`src/rtl/vga_fb_pkg.sv`:
```
`default_nettype none
// ============================================================================
//  Module      : vga_fb_pkg
//  Description : Shared constants for the framebuffer scanout path.
//                Framebuffer geometry, pixel word width, the first
//                non-visible row shared with the VGA timing generator, and
//                the state encoding of the scanout arbiter.
//  Revision    : 1.0  initial release
// ============================================================================
package vga_fb_pkg;

    localparam int FB_ADDR_W = 16;      // framebuffer address width
    localparam int DATA_W    = 8;       // pixel word width
    localparam int FB_SIZE   = 23040;   // 160x144 pixels, linear scan order
    localparam int V_VISIBLE = 480;     // first non-visible row (frame restart)

    typedef enum logic [0:0] {
        sRUN   = 1'b0,
        sFLUSH = 1'b1
    } fb_state_t;

endpackage : vga_fb_pkg
`default_nettype wire

```
`src/rtl/vga_pixel_fifo.sv`:
```
`default_nettype none
// ============================================================================
//  Module      : vga_pixel_fifo
//  Description : Synchronous FIFO with a registered head output.
//                clear has priority over push and pop. Pop on an empty FIFO
//                and push on a full FIFO (without a pop) are ignored.
//  Ports       : clk, rst_n        clock, async active-low reset
//                clear             drop all entries
//                push, push_data   write one entry
//                pop               remove the head entry
//                data              head entry (0 when empty)
//                count             number of stored entries
//  Revision    : 1.0  initial release
// ============================================================================
module vga_pixel_fifo #(
    parameter int DEPTH = 16,
    parameter int WIDTH = 8
) (
    input  logic                     clk,
    input  logic                     rst_n,
    input  logic                     clear,
    input  logic                     push,
    input  logic [WIDTH-1:0]         push_data,
    input  logic                     pop,
    output logic [WIDTH-1:0]         data,
    output logic [$clog2(DEPTH):0]   count
);

    localparam int PTR_W = $clog2(DEPTH);
    localparam int CNT_W = PTR_W + 1;
    localparam logic [CNT_W-1:0] c_depth = CNT_W'(DEPTH);

    logic [WIDTH-1:0] r_mem [DEPTH];
    logic [PTR_W-1:0] r_wptr;
    logic [PTR_W-1:0] r_rptr;
    logic [CNT_W-1:0] r_count;
    logic [WIDTH-1:0] r_head;

    logic             w_pop_eff;
    logic             w_push_eff;
    logic [PTR_W-1:0] w_rptr_next;
    logic [CNT_W-1:0] w_count_after_pop;
    logic [CNT_W-1:0] w_count_next;
    logic [WIDTH-1:0] w_head_next;

    assign w_pop_eff  = pop && (r_count != '0);
    // A full FIFO still accepts a push when the head leaves in the same cycle.
    assign w_push_eff = push && ((r_count != c_depth) || w_pop_eff);

    always_comb begin
        w_rptr_next       = r_rptr + PTR_W'(w_pop_eff);
        w_count_after_pop = r_count - CNT_W'(w_pop_eff);
        w_count_next      = w_count_after_pop + CNT_W'(w_push_eff);
        // Head register: empty -> 0; the incoming word becomes head when
        // nothing older remains; otherwise the next stored entry.
        if (w_count_next == '0) begin
            w_head_next = '0;
        end else if (w_count_after_pop == '0) begin
            w_head_next = push_data;
        end else begin
            w_head_next = r_mem[w_rptr_next];
        end
    end

    always_ff @(posedge clk) begin
        if (w_push_eff && !clear) begin
            r_mem[r_wptr] <= push_data;
        end
    end

    always_ff @(posedge clk or negedge rst_n) begin
        if (!rst_n) begin
            r_wptr  <= '0;
            r_rptr  <= '0;
            r_count <= '0;
            r_head  <= '0;
        end else if (clear) begin
            r_wptr  <= '0;
            r_rptr  <= '0;
            r_count <= '0;
            r_head  <= '0;
        end else begin
            r_wptr  <= r_wptr + PTR_W'(w_push_eff);
            r_rptr  <= w_rptr_next;
            r_count <= w_count_next;
            r_head  <= w_head_next;
        end
    end

    assign data  = r_head;
    assign count = r_count;

endmodule : vga_pixel_fifo
`default_nettype wire

```
`src/rtl/vga_fb_arbiter.sv`:
```
`default_nettype none
// ============================================================================
//  Module      : vga_fb_arbiter
//  Description : Shares a single-port framebuffer RAM between display
//                scanout (prefetch into a small FIFO) and a pixel writer.
//                Urgent reads beat writes, writes beat background reads.
//                Scanout restarts from address 0 at the first non-visible row.
//  Ports       : clk, rst_n                   clock, async active-low reset
//                row, col                     timing generator counters
//                wr_req/wr_addr/wr_data       writer request (held until ack)
//                wr_ack                       write issued this cycle
//                mem_addr/mem_we/mem_wdata    RAM command
//                mem_rdata                    RAM data, 1 cycle after a read
//                pix_pop                      display consumes one pixel
//                pix_data/pix_valid           FIFO head / not empty
//                underflow                    sticky: pop while empty
//  Revision    : 1.0  initial release
// ============================================================================
module vga_fb_arbiter
    import vga_fb_pkg::*;
#(
    parameter int FIFO_DEPTH = 16,
    parameter int LOW_WM     = 8
) (
    input  logic                 clk,
    input  logic                 rst_n,
    input  logic [15:0]          row,
    input  logic [15:0]          col,
    input  logic                 wr_req,
    input  logic [FB_ADDR_W-1:0] wr_addr,
    input  logic [DATA_W-1:0]    wr_data,
    output logic                 wr_ack,
    output logic [FB_ADDR_W-1:0] mem_addr,
    output logic                 mem_we,
    output logic [DATA_W-1:0]    mem_wdata,
    input  logic [DATA_W-1:0]    mem_rdata,
    input  logic                 pix_pop,
    output logic [DATA_W-1:0]    pix_data,
    output logic                 pix_valid,
    output logic                 underflow
);

    localparam int CNT_W = $clog2(FIFO_DEPTH) + 1;
    localparam logic [CNT_W:0]         c_depth     = (CNT_W + 1)'(FIFO_DEPTH);
    localparam logic [CNT_W:0]         c_low_wm    = (CNT_W + 1)'(LOW_WM);
    localparam logic [FB_ADDR_W-1:0]   c_fb_size   = FB_ADDR_W'(FB_SIZE);
    localparam logic [15:0]            c_v_visible = 16'(V_VISIBLE);

    fb_state_t            r_state;
    fb_state_t            w_state_next;
    logic [FB_ADDR_W-1:0] r_rd_ptr;
    logic [FB_ADDR_W-1:0] r_last_addr;
    logic [DATA_W-1:0]    r_last_wdata;
    logic                 r_inflight;
    logic                 r_underflow;

    logic [CNT_W-1:0]     w_count;
    logic [CNT_W:0]       w_level;
    logic                 w_eligible;
    logic                 w_urgent;
    logic                 w_grant_rd;
    logic                 w_grant_wr;
    logic                 w_flush;
    logic                 w_push;

    // Occupancy includes the read whose data lands this cycle.
    assign w_level    = {1'b0, w_count} + {{CNT_W{1'b0}}, r_inflight};
    assign w_eligible = (w_level < c_depth) && (r_rd_ptr < c_fb_size);
    assign w_urgent   = w_eligible && (w_level < c_low_wm);

    // Next state and grant.
    always_comb begin
        w_state_next = r_state;
        w_grant_rd   = 1'b0;
        w_grant_wr   = 1'b0;
        w_flush      = 1'b0;
        case (r_state)
            sRUN: begin
                if ((row == c_v_visible) && (col == 16'd0)) begin
                    w_state_next = sFLUSH;
                end
                if (w_urgent) begin
                    w_grant_rd = 1'b1;
                end else if (wr_req) begin
                    w_grant_wr = 1'b1;
                end else if (w_eligible) begin
                    w_grant_rd = 1'b1;
                end
            end
            sFLUSH: begin
                w_flush      = 1'b1;
                w_grant_wr   = wr_req;
                w_state_next = sRUN;
            end
            default: begin
                w_state_next = sRUN;
            end
        endcase
        // An access overlapping reset assertion must never reach the RAM.
        if (!rst_n) begin
            w_grant_rd = 1'b0;
            w_grant_wr = 1'b0;
        end
    end

    // RAM command; the address and write data hold their last values when idle.
    always_comb begin
        mem_we    = w_grant_wr;
        wr_ack    = w_grant_wr;
        mem_addr  = r_last_addr;
        mem_wdata = r_last_wdata;
        if (w_grant_wr) begin
            mem_addr  = wr_addr;
            mem_wdata = wr_data;
        end else if (w_grant_rd) begin
            mem_addr  = r_rd_ptr;
        end
    end

    always_ff @(posedge clk or negedge rst_n) begin
        if (!rst_n) begin
            r_state      <= sRUN;
            r_rd_ptr     <= '0;
            r_last_addr  <= '0;
            r_last_wdata <= '0;
            r_inflight   <= 1'b0;
            r_underflow  <= 1'b0;
        end else begin
            r_state      <= w_state_next;
            r_last_addr  <= mem_addr;
            r_last_wdata <= mem_wdata;
            r_inflight   <= w_grant_rd;
            if (w_flush) begin
                r_rd_ptr <= '0;
            end else if (w_grant_rd) begin
                r_rd_ptr <= r_rd_ptr + FB_ADDR_W'(1);
            end
            if (pix_pop && !pix_valid) begin
                r_underflow <= 1'b1;
            end
        end
    end

    // Data returning during the flush cycle belongs to the old frame.
    assign w_push = r_inflight && !w_flush;

    vga_pixel_fifo #(
        .DEPTH (FIFO_DEPTH),
        .WIDTH (DATA_W)
    ) u_fifo (
        .clk       (clk),
        .rst_n     (rst_n),
        .clear     (w_flush),
        .push      (w_push),
        .push_data (mem_rdata),
        .pop       (pix_pop),
        .data      (pix_data),
        .count     (w_count)
    );

    assign pix_valid = (w_count != '0);
    assign underflow = r_underflow;

endmodule : vga_fb_arbiter
`default_nettype wire

```
`config.mk`:
```
export PLATFORM = sky130hd
export DESIGN_NAME = vga_fb_arbiter
export DESIGN_NICKNAME = d
export VERILOG_FILES = /design/src/rtl/vga_fb_pkg.sv /design/src/rtl/vga_pixel_fifo.sv /design/src/rtl/vga_fb_arbiter.sv
export SDC_FILE = /design/constraint.sdc
export NUM_CORES = 1
export LEC_CHECK = 0
export ABC_AREA = 0
export CORE_MARGIN = 2
export CORE_UTILIZATION = 50
export DETAILED_ROUTE_END_ITERATION = 10
export HOLD_SLACK_MARGIN = 0.1
export PLACE_DENSITY = 0.82
export SLEW_MARGIN = 30
export SYNTH_ARGS = -nofsm -noshare
export SYNTH_HDL_FRONTEND = slang
export SYNTH_SLANG_ARGS = --single-unit
```
`constraint.sdc`:
```
create_clock -name clk -period 3.2 [get_ports clk]
set_input_delay 0.48 -clock clk [delete_from_list [all_inputs] [get_ports clk]]
set_output_delay 0.48 -clock clk [all_outputs]
set_load 0.02 [all_outputs]
```
==> flow_summary.json <==
{
  "tns_ns": 0,
  "skew_ns": 0.01303,
  "power_mw": 9.767,
  "grt_antenna_before_repair": 0,
  "place.gp.congestion": 0.9115,
  "boundaryPins": 104,
  "synth.avg_cell_area_um2": 13.35,
  "cap_violations": 0,
  "rows": 47,
  "max_slew_margin": 0.4642,
  "synthFlopType": "edfxtp_1",
  "coreArea_um2": 16640,
  "irDropWorstVdd_mv": 0.6045,
  "tritoncts": "yes",
  "synth_commonest_cells": "128 x edfxtp_1, 64 x dfrtp_1, 45 x mux2i_1",
  "die_x_um": 134.9,
  "nets": 859,
  "stdcell_count": 1017,
  "htree_levels": 4,
  "path_clk_slew_ns": 0.07,
  "synth_cell_types": 59,
  "start_util": 0.5151,
  "power.leakage_nw": 4.103,
  "min_path_type": "in2async",
  "syn_nets": 717,
  "worst_slew_pin_slew_ns": 0.8037,
  "route.detailed.drc": 0,
  "drv_slew": 0,
  "cts_buffers": 17,
  "firstDrtPassIters": 5,
  "yosys.area.top_type": "edfxtp_1",
  "synth_area_leaders": "edfxtp_1 45%, dfrtp_1 19%, mux2i_1 5.3%",
  "vias_per_cell": 5.864,
  "finalCritPeriodShare": 0.9710,
  "finalHoldViolations": 0,
  "cts.sinks": 192,
  "drive_gt1_frac": 0.1982,
  "clk_latency_ns": 0.44,
  "io_buffers": 103,
  "start_kind": "flop",
  "min_period_ns": 3.107,
  "clockBufferDepth": 2,
  "wirelength_um": 19170,
  "netlist_instances": 642,
  "synth_edf_count": 128,
  "routedWlPerCell_um": 18.85,
  "synthArstFlopShare": 0.3333,
  "grt_max_degree": 66,
  "syn_to_final_growth_pct": 26.36,
  "grt_pass1_wl_um": 30580,
  "critPathArrivalTime_ns": 2.63,
  "dpl.hpwl_um": 13130,
  "final_util": 0.6509,
  "power_density_nw_per_um2": 901.7,
  "timing.fmax_ghz": 0.3218,
  "fp.dieH_um": 134.9,
  "crit_path_end_kind": "output port",
  "fin_ws_ns": 0.09275,
  "synth_top_area_share": 0.4484,
  "synth.most_common_cell": "edfxtp_1",
  "dpl_worst_slack_ns": -0.1125,
  "rsz0062_at_grt": "false",
  "grt_remaining_overflow": 0,
  "initialDrtViolationCount": 455,
  "grt_util_all_layers": 0.2203,
  "synth.ff_latch_count": 192,
  "root_buffer": "clkbuf_16",
  "first_global_vias": 6040,
  "synth_area_um2": 8572,
  "critical_path_peak_fanout": 13,
  "worstSetupPathType": "reg2out",
  "num_vias": 5964,
  "dp_cells": 985,
  "setup_viol": 0,
  "critPathRequiredTime_ns": 2.72,
  "outcome": "finished clean",
  "yosysWarnings": 0,
  "detail-route-antenna-nets": 0,
  "antennaDiodeCount": 0,
  "ys_seq_area_frac": 0.6352,
  "dieArea_um2": 18210
}
cell families (layout without fill, tap and decap cells):
logic type,Yosys count,after routing,share of synthesized area
muxes,85,85,0.1051
xor gates and xnor gates,11,11,0.01124
and+or+nand+nor,159,159,0.1023
AOI/OAI and AO/OA,136,136,0.1089
adders and majority gates,7,7,0.01022
DFF,192,192,0.6352
buffers and inverters,52,207,0.02700
placed cells by master (no fill, tap or decap), types with 6 or more instances in the layout:
cell type and n:
nor4_1 8, a21oi_1 10, mux2_1 7, clkbuf_2 9, dlymetal6s2s_1 8, mux2_2 33, nand2_1 34, nand3_1 10
o21ai_1 35, o311ai_0 24, inv_1 10, xnor2_1 8, edfxtp_1 128, ha_1 6, clkdlybuf4s50_1 78, nor2_1 31
and3_1 7, o21ai_0 25, or3_1 8, nand2b_1 7, buf_4 55, dfrtp_1 61, nor3_1 9, inv_6 6
o311ai_1 9, nand4_1 11, a22o_1 8, nor2b_1 10, mux2i_1 45, clkbuf_16 17, nand3b_1 7
worst max-delay path, cell delays in order (launching register included):
cell	delay, ns
dfrtp_2	0.45
or3_1	0.38
or4b_4	0.55
buf_8	0.17
mux2i_1	0.13
o21ai_1	0.17
clkdlybuf4s15_1	0.33
power breakdown:
group          leakage, nW  total (mW)  switching [mW]  internal [mW]
combinational         1.87        4.25            2.28           1.97
sequential            1.95        3.39           0.270           3.12
clock                0.287        2.13           0.955           1.18
total                 4.10        9.77            3.50           6.27
path summary, 6_finish.rpt:
kind                                      start        endpoint  slack [ns]  cells after the start
worst max-delay path            u_fifo.count[4]    mem_addr[14]        0.09                      6
worst min-delay path                      rst_n      r_inflight        0.29                      2
worst max register to register  u_fifo.count[0]  u_fifo.data[6]        0.18                     10
worst min register to register        underflow       underflow        0.48                      1
max in group asynchronous                 rst_n    r_rd_ptr[12]        2.35                      2
min in group clk                      underflow       underflow        0.48                      1
metal layers:
| layer | track usage | part of all wire | vias up |
|---|---|---|---|
| li1 | - | - | 2766 |
| met1 | 0.2759 | 0.41 | 2918 |
| met2 | 0.3658 | 0.50 | 236 |
| met3 | 0.05443 | 0.062 | 44 |
| met4 | 0.09664 | 0.027 | 0 |
| met5 | 0 | 0 | - |
stage by stage:
step | cell area, um^2 | hold WS, ns
floorplan | 8581 | 0.1844
global placement | 10240 | 0.4645
detailed placement | 10240 | 0.4727
CTS | 10840 | 0.3095
global route | 10830 | 0.3628
finish | 10830 | 0.2903
layout make-up:
type	count	area [um^2]
Tap cell	220	275.3
Timing Repair Buffer	164	1504
Sequential cell	192	5449
Inverter	11	48.80
Clock inverter	14	168.9
Multi-Input combinational cell	398	2957
Clock buffer	18	429.2
Fill cell	1170	5811
state kept, by name, indices dropped and copies added (netlist names):
name           count
r_last_addr       16
u_fifo.r_rptr      4
u_fifo.r_wptr      4
r_last_wdata       8
u_fifo.count       5
r_rd_ptr          16
underflow          1
r_inflight         1
u_fifo.data        8
r_state            1
u_fifo.r_mem     128
repair_timing:
item                       4_1_cts  5_1_grt
gates resized for setup         30       35
hold buffers                     0        0
setup endpoints to repair       24       31
setup buffers                    0        0
No activity file was read; power rests on OpenSTA's default activity.
